$ cat config.mk
export PLATFORM = sky130hd
export DESIGN_NAME = mem_port_arbiter
export DESIGN_NICKNAME = d
export VERILOG_FILES = /design/src/rtl/mem_arb_pkg.sv /design/src/rtl/rd_tag_pipe.sv /design/src/rtl/mem_port_arbiter.sv
export SDC_FILE = /design/constraint.sdc
export NUM_CORES = 1
export LEC_CHECK = 0
export ABC_AREA = 1
export CORE_MARGIN = 3
export CORE_UTILIZATION = 22
export DETAILED_ROUTE_END_ITERATION = 6
export PLACE_DENSITY = 0.77
export SKIP_LAST_GASP = 1
export SYNTH_ARGS = -nofsm -noshare
export SYNTH_HDL_FRONTEND = slang
export SYNTH_HIERARCHICAL = 1
export SYNTH_SLANG_ARGS = --single-unit
$ cat constraint.sdc
create_clock -name clock -period 1.05 [get_ports clock]
set_input_delay 0.21 -clock clock [delete_from_list [all_inputs] [get_ports clock]]
set_output_delay 0.21 -clock clock [all_outputs]
set_load 0.1 [all_outputs]
$ cat src/rtl/mem_arb_pkg.sv
// Shared definitions for the two-port memory arbiter: port ids, read-tag layout and default widths.
package mem_arb_pkg;

  localparam int unsigned DEFAULT_AW = 8;
  localparam int unsigned DEFAULT_DW = 8;

  localparam logic PORT_A = 1'b0;
  localparam logic PORT_B = 1'b1;

  // One entry per in-flight memory cycle; valid marks a read whose datum must be routed to id.
  typedef struct packed {
    logic valid;
    logic id;
  } rd_tag_t;

endpackage

$ cat src/rtl/rd_tag_pipe.sv
// LAT-deep shift register of read tags; its output lines up with the memory's q for that read.
module rd_tag_pipe
  import mem_arb_pkg::*;
#(
  parameter int unsigned LAT = 1
) (
  input  logic    clock,
  input  logic    reset,
  input  rd_tag_t tag_in,
  output rd_tag_t tag_out
);

  rd_tag_t [LAT-1:0] stage_q;

  if (LAT == 1) begin : g_single
    always_ff @(posedge clock or posedge reset) begin
      if (reset) begin
        stage_q <= '0;
      end else begin
        stage_q <= tag_in;
      end
    end
  end else begin : g_multi
    always_ff @(posedge clock or posedge reset) begin
      if (reset) begin
        stage_q <= '0;
      end else begin
        stage_q <= {stage_q[LAT-2:0], tag_in};
      end
    end
  end

  assign tag_out = stage_q[LAT-1];

endmodule

$ cat src/rtl/mem_port_arbiter.sv
// Shares one single-port synchronous memory between ports A and B, routing read data back to
// the issuing port and bounding how long B can be held off by a busy A.
module mem_port_arbiter
  import mem_arb_pkg::*;
#(
  parameter int unsigned AW         = DEFAULT_AW,
  parameter int unsigned DW         = DEFAULT_DW,
  parameter int unsigned LAT        = 1,
  parameter int unsigned MAX_CONSEC = 4
) (
  input  logic          clock,
  input  logic          reset,
  input  logic          a_req,
  input  logic          a_we,
  input  logic [AW-1:0] a_addr,
  input  logic [DW-1:0] a_wdata,
  output logic          a_gnt,
  output logic          a_rvalid,
  output logic [DW-1:0] a_rdata,
  input  logic          b_req,
  input  logic          b_we,
  input  logic [AW-1:0] b_addr,
  input  logic [DW-1:0] b_wdata,
  output logic          b_gnt,
  output logic          b_rvalid,
  output logic [DW-1:0] b_rdata,
  output logic [AW-1:0] mem_addr,
  output logic [DW-1:0] mem_wdata,
  output logic          mem_wren,
  output logic          mem_rden,
  input  logic [DW-1:0] mem_q
);

  // A zero limit behaves as a limit of one: A and B strictly alternate under contention.
  localparam int unsigned THRESH = (MAX_CONSEC == 0) ? 1 : MAX_CONSEC;
  localparam int unsigned CW     = $clog2(THRESH + 1);
  localparam logic [CW-1:0] CntMax = CW'(THRESH);

  logic [CW-1:0] cnt_q, cnt_d;
  logic          b_due;
  rd_tag_t       tag_in, tag_out;

  assign b_due = (cnt_q >= CntMax);

  always_comb begin
    a_gnt = 1'b0;
    b_gnt = 1'b0;
    if (!reset) begin
      if (a_req && !(b_req && b_due)) begin
        a_gnt = 1'b1;
      end else if (b_req) begin
        b_gnt = 1'b1;
      end
    end
  end

  always_comb begin
    mem_addr  = '0;
    mem_wdata = '0;
    mem_wren  = 1'b0;
    mem_rden  = 1'b0;
    if (a_gnt) begin
      mem_addr  = a_addr;
      mem_wdata = a_wdata;
      mem_wren  = a_we;
      mem_rden  = ~a_we;
    end else if (b_gnt) begin
      mem_addr  = b_addr;
      mem_wdata = b_wdata;
      mem_wren  = b_we;
      mem_rden  = ~b_we;
    end
  end

  always_comb begin
    cnt_d = cnt_q;
    if (!b_req || b_gnt) begin
      cnt_d = '0;
    end else if (a_gnt && (cnt_q != CntMax)) begin
      cnt_d = cnt_q + CW'(1);
    end
  end

  always_ff @(posedge clock or posedge reset) begin
    if (reset) begin
      cnt_q <= '0;
    end else begin
      cnt_q <= cnt_d;
    end
  end

  assign tag_in.valid = mem_rden;
  assign tag_in.id    = b_gnt ? PORT_B : PORT_A;

  rd_tag_pipe #(
    .LAT(LAT)
  ) u_rd_tag_pipe (
    .clock  (clock),
    .reset  (reset),
    .tag_in (tag_in),
    .tag_out(tag_out)
  );

  assign a_rvalid = tag_out.valid && (tag_out.id == PORT_A);
  assign b_rvalid = tag_out.valid && (tag_out.id == PORT_B);
  assign a_rdata  = a_rvalid ? mem_q : '0;
  assign b_rdata  = b_rvalid ? mem_q : '0;

endmodule

==> results.tsv, run 1 <==
metric	value	unit
synthesized area	603	sq um
gpl congestion	0.780	
post-synth top area share	34.9	%
cells after synthesis	117	
biggest area consumer among synthesized cells	nand2_1	
Die H	58.4	um
status	aborted with a tool error	
asr flop ratio synth	100	%
Failed at	detailed placement	
Top FF cell, synth	dfrtp_1	
Synth area leaders	nand2_1, dfrtp_1, nor2_1	
I/O pins	84	
Post-synth EDFFs	0	
Syn Area/Cell	5.15	sq um
FP Rows	18	
#FFs+latches synth	5	
Post-synth top cells	nand2_1, nor2_1, inv_1	
most frequent cell after synthesis	nand2_1	
synth warn	6	
library cells used by synthesis	15	
first error	[ERROR DPL-0038] Utilization greater than 100%, impossible to legalize	
die width	58.4	um
Synth Net Count	165	
Initial Util	23.7	%
input/output buffers	83	
register area share after synthesis	20.7	%
## logic make-up after synthesis
family | share of synthesized area [%]
flip-flops | 20.7
AO/OA/AOI/OAI | 2.70
adder cells (fa/ha/maj) | 4.15
AND/OR/NAND/NOR | 56.0
buffers and inverters | 16.4
## through the flow
stage / setup slack [ns] / area [sq um] / TNS (ns) / hold WS, ns / std cells
after floorplan: -1.11 / 1370 / -23.23 / -0.0488 / 117
after global placement: -0.763 / 2670 / -20.62 / 0.407 / 241
==> run 2: changes to the inputs <==
Settings changed: CORE_AREA set to 3 3 64 66, CORE_MARGIN 3 to unset, CORE_UTILIZATION 22 to unset, DIE_AREA set to 0 0 67 69, PLACE_DENSITY 0.77 to unset, PLACE_DENSITY_LB_ADDON set to 0.15.
Clock period 1.05 ns to 1.4 ns, I/O delays scaled along.
==> run 2 against run 1 <==
Against the previous run:
- the flow now finishes, with violations (setup timing)
- area after synthesis unchanged
- synthesized cell count unchanged
==> results.tsv, run 2 <==
metric	value	unit	change
Clock Latency Late Sink	0.22	ns	
peak supply drop	0.419	mV	
total power	1.42	mW	
fill cell count	264		
simple-gate share of the synthesized area	56.0	%	unchanged
Arr. time, crit path	1.42	ns	
Detail Route Antenna Nets	0		
M1 WL	1180	um	
cells after synthesis	117		unchanged
Max FO, Critical Path	3		
wire per inst	12.5	um	
synthesized area	603	sq um	unchanged
R2R Setup Slk	0.12	ns	
final-report hold violation count	0		
P&R area growth vs syn	355	%	
leakage	1.15	nW	
Post-Synth XOR/XNOR Area	0	%	unchanged
gpl congestion	0.941		+21%
Synth Area in Compound Gates	2.70	%	unchanged
initial antenna violation count	0		
Least-Margin Pin Slew	0.226	ns	
Clock Skews	0.000228	ns	
largest net degree at the start of global routing	20		
first-pass GRT wire length	5580	um	
vias in the first global route	1220		
slew margin rel.	84.9	%	
#FFs+latches synth	5		unchanged
status	complete, but fails checks		
Synth Net Count	165		unchanged
register area share after synthesis	20.7	%	unchanged
library cells used by synthesis	15		unchanged
Top FF cell, synth	dfrtp_1		
Tmin final	1.70	ns	
largest family of logic cells by synthesized area	simple AND/OR/NAND/NOR gates		
Worst-path clk slew	0.04	ns	
drt first-iter violations	13		
pre-CTS setup slack	-0.549	ns	
WS Path Type	register to primary output		
share of cells above drive strength 1	61.5	%	
Num CTS Buffers	3		
routed vias	1134		
I/O pins	84		unchanged
biggest area consumer among synthesized cells	nand2_1		
Cell Chain, Critical Path	nand2_2, buf_6, nand3_4, buf_6, o22ai_4, buf_12		
drt pass-1 iters	4		
Die H	69	um	+18%
CTS tree	yes		
die width	67	um	+15%
input/output buffers	83		unchanged
Crit. Startpoint	cnt_q[2]$_DFFE_PP0P_		
number of flip-flops in the largest register	3		
Total GRT Usage	15.1	%	
footprint of the multi-input gates	951	sq um	
Antenna Cells	0		
biggest cell delay along the critical path	0.38	ns	
Initial Util	16.6	%	-7.1 points
count of final setup violators	38		
# DRC	0		
final core utilization	75.5	%	
CTS root buffer	clkbuf_8		
Storage cell area	125	sq um	
synth warn	6		unchanged
asr flop ratio synth	100	%	unchanged
clock tree buffer depth	2		
H-tree lvl count	1		
CP max-delay cell	dfrtp_1		
Synth area leaders	nand2_1, dfrtp_1, nor2_1		
Hold Path Class	primary input to async pin		
uppermost routed layer	met4		
post-route cell area	2740	sq um	
Power Density	519	nW/um^2	
Top cell by count, worst path	buf_6		
Core Box Area	3630	sq um	
drt via density	4.14		
Worst Path Required	1.12	ns	
R2R depth	7		
# clock sinks	5		
most frequent cells in the layout	clkdlybuf4s50_1, buf_12, nand2_8, nor2_4		
Top reg by flops	cnt_q		
nets	275		
max frequency	589	MHz	
most frequent cell after synthesis	nand2_1		
Placed Area	2540	sq um	
fin crit share	121	%	
Post-Synth Adder-Cell Area	4.15	%	unchanged
DR WL met3	312	um	
GRT overflow	0		
FP Rows	22		+4
PnR worst setup slack	-0.298	ns	
FF-to-FF Start	cnt_q[2]$_DFFE_PP0P_		
failing checks	setup timing		
MaxCap Viol Count	0		
Post-Route Setup TNS	-7.07	ns	
Post-synth top cells	nand2_1, nor2_1, inv_1		
Routed WL	3430	um	
die area	4620	sq um	
post-synth top area share	34.9	%	unchanged
Syn Area/Cell	5.15	sq um	unchanged
worst reg2reg path endpoint	u_rd_tag_pipe/tag_out[1]$_DFF_PP0_		
RSZ-0062 raised after global routing	true		
WL met2	1890	um	
Critical Path End Type	primary output		
Post-synth EDFFs	0		unchanged
Final Max Slew Viols	0		
most common cell after layout, fill and taps aside	clkdlybuf4s50_1		
crit path launch type	register		
CP Capture Point	mem_rden		
detailed placer's ending HPWL	3060	um	
mux contribution to synthesized area	0	%	unchanged
==> run 2: worst min path at each step <==
stage	end	slack, ns
after floorplan	u_rd_tag_pipe/tag_out[0]$_DFF_PP0_	0.02
after global placement	cnt_q[1]$_DFFE_PP0P_	0.51
after detailed placement	u_rd_tag_pipe/tag_out[1]$_DFF_PP0_	0.54
after CTS	u_rd_tag_pipe/tag_out[1]$_DFF_PP0_	0.1
after global routing	u_rd_tag_pipe/tag_out[1]$_DFF_PP0_	0.11
final	u_rd_tag_pipe/tag_out[1]$_DFF_PP0_	0.09
==> run 2: report_power, final <==
part	total (mW)	switching (mW)	internal (mW)	leakage [nW]
Combinational	0.995	0.585	0.410	1.06
Clock	0.274	0.0779	0.196	0.0228
Sequential	0.155	0.00511	0.150	0.0681
==> run 2: layer usage <==
layer | vias to the layer above | track usage (%)
li1 | 562 | -
met1 | 496 | 15.5
met2 | 69 | 29.4
met3 | 7 | 2.61
met4 | 0 | 4.73
met5 | - | 0
==> run 2: cell type report <==
class                           instances  share of cell area (%)
Clock buffer                            4                    1.64
Inverter                               21                    3.74
Multi-Input combinational cell         89                    34.7
Sequential cell                         5                    4.56
Tap cell                               48                    2.19
Timing Repair Buffer                  107                    53.2
==> run 2: cell families (layout without fill, tap and decap cells) <==
logic type | count (synthesis) | count (layout)
simple gates | 84 | 84
flops | 5 | 5
compound gates | 3 | 3
buf+inv | 23 | 132
fa+ha+maj | 2 | 2
==> run 2: metrics by stage <==
| stage | instances | hold slack, ns |
|---|---|---|
| 2_1_floorplan | 117 | 0.0212 |
| 3_3_place_gp | 263 | 0.509 |
| 3_5_place_dp | 263 | 0.540 |
| 4_1_cts | 269 | 0.0993 |
| 5_1_grt | 274 | 0.107 |
| 6_report | 274 | 0.0922 |
==> run 2: timing repair <==
action                                 4_1_cts  5_1_grt
gates resized for setup                     28       13
setup endpoints to repair                   40       37
cloned                                       1        0
endpoints found under the hold margin        0        0
pin swaps                                    7       15
buffers inserted                             1        5
hold buffers                                 0        0
==> run 2: worst max-delay path, delay by kind of cell, from the launching register on <==
family | cells | cell delay [ns]
AO/OA/AOI/OAI | 1 | 0.17
buffers and inverters | 3 | 0.46
flip-flops | 1 | 0.38
AND/OR/NAND/NOR | 2 | 0.19
Power figures use the tool's default switching activity.
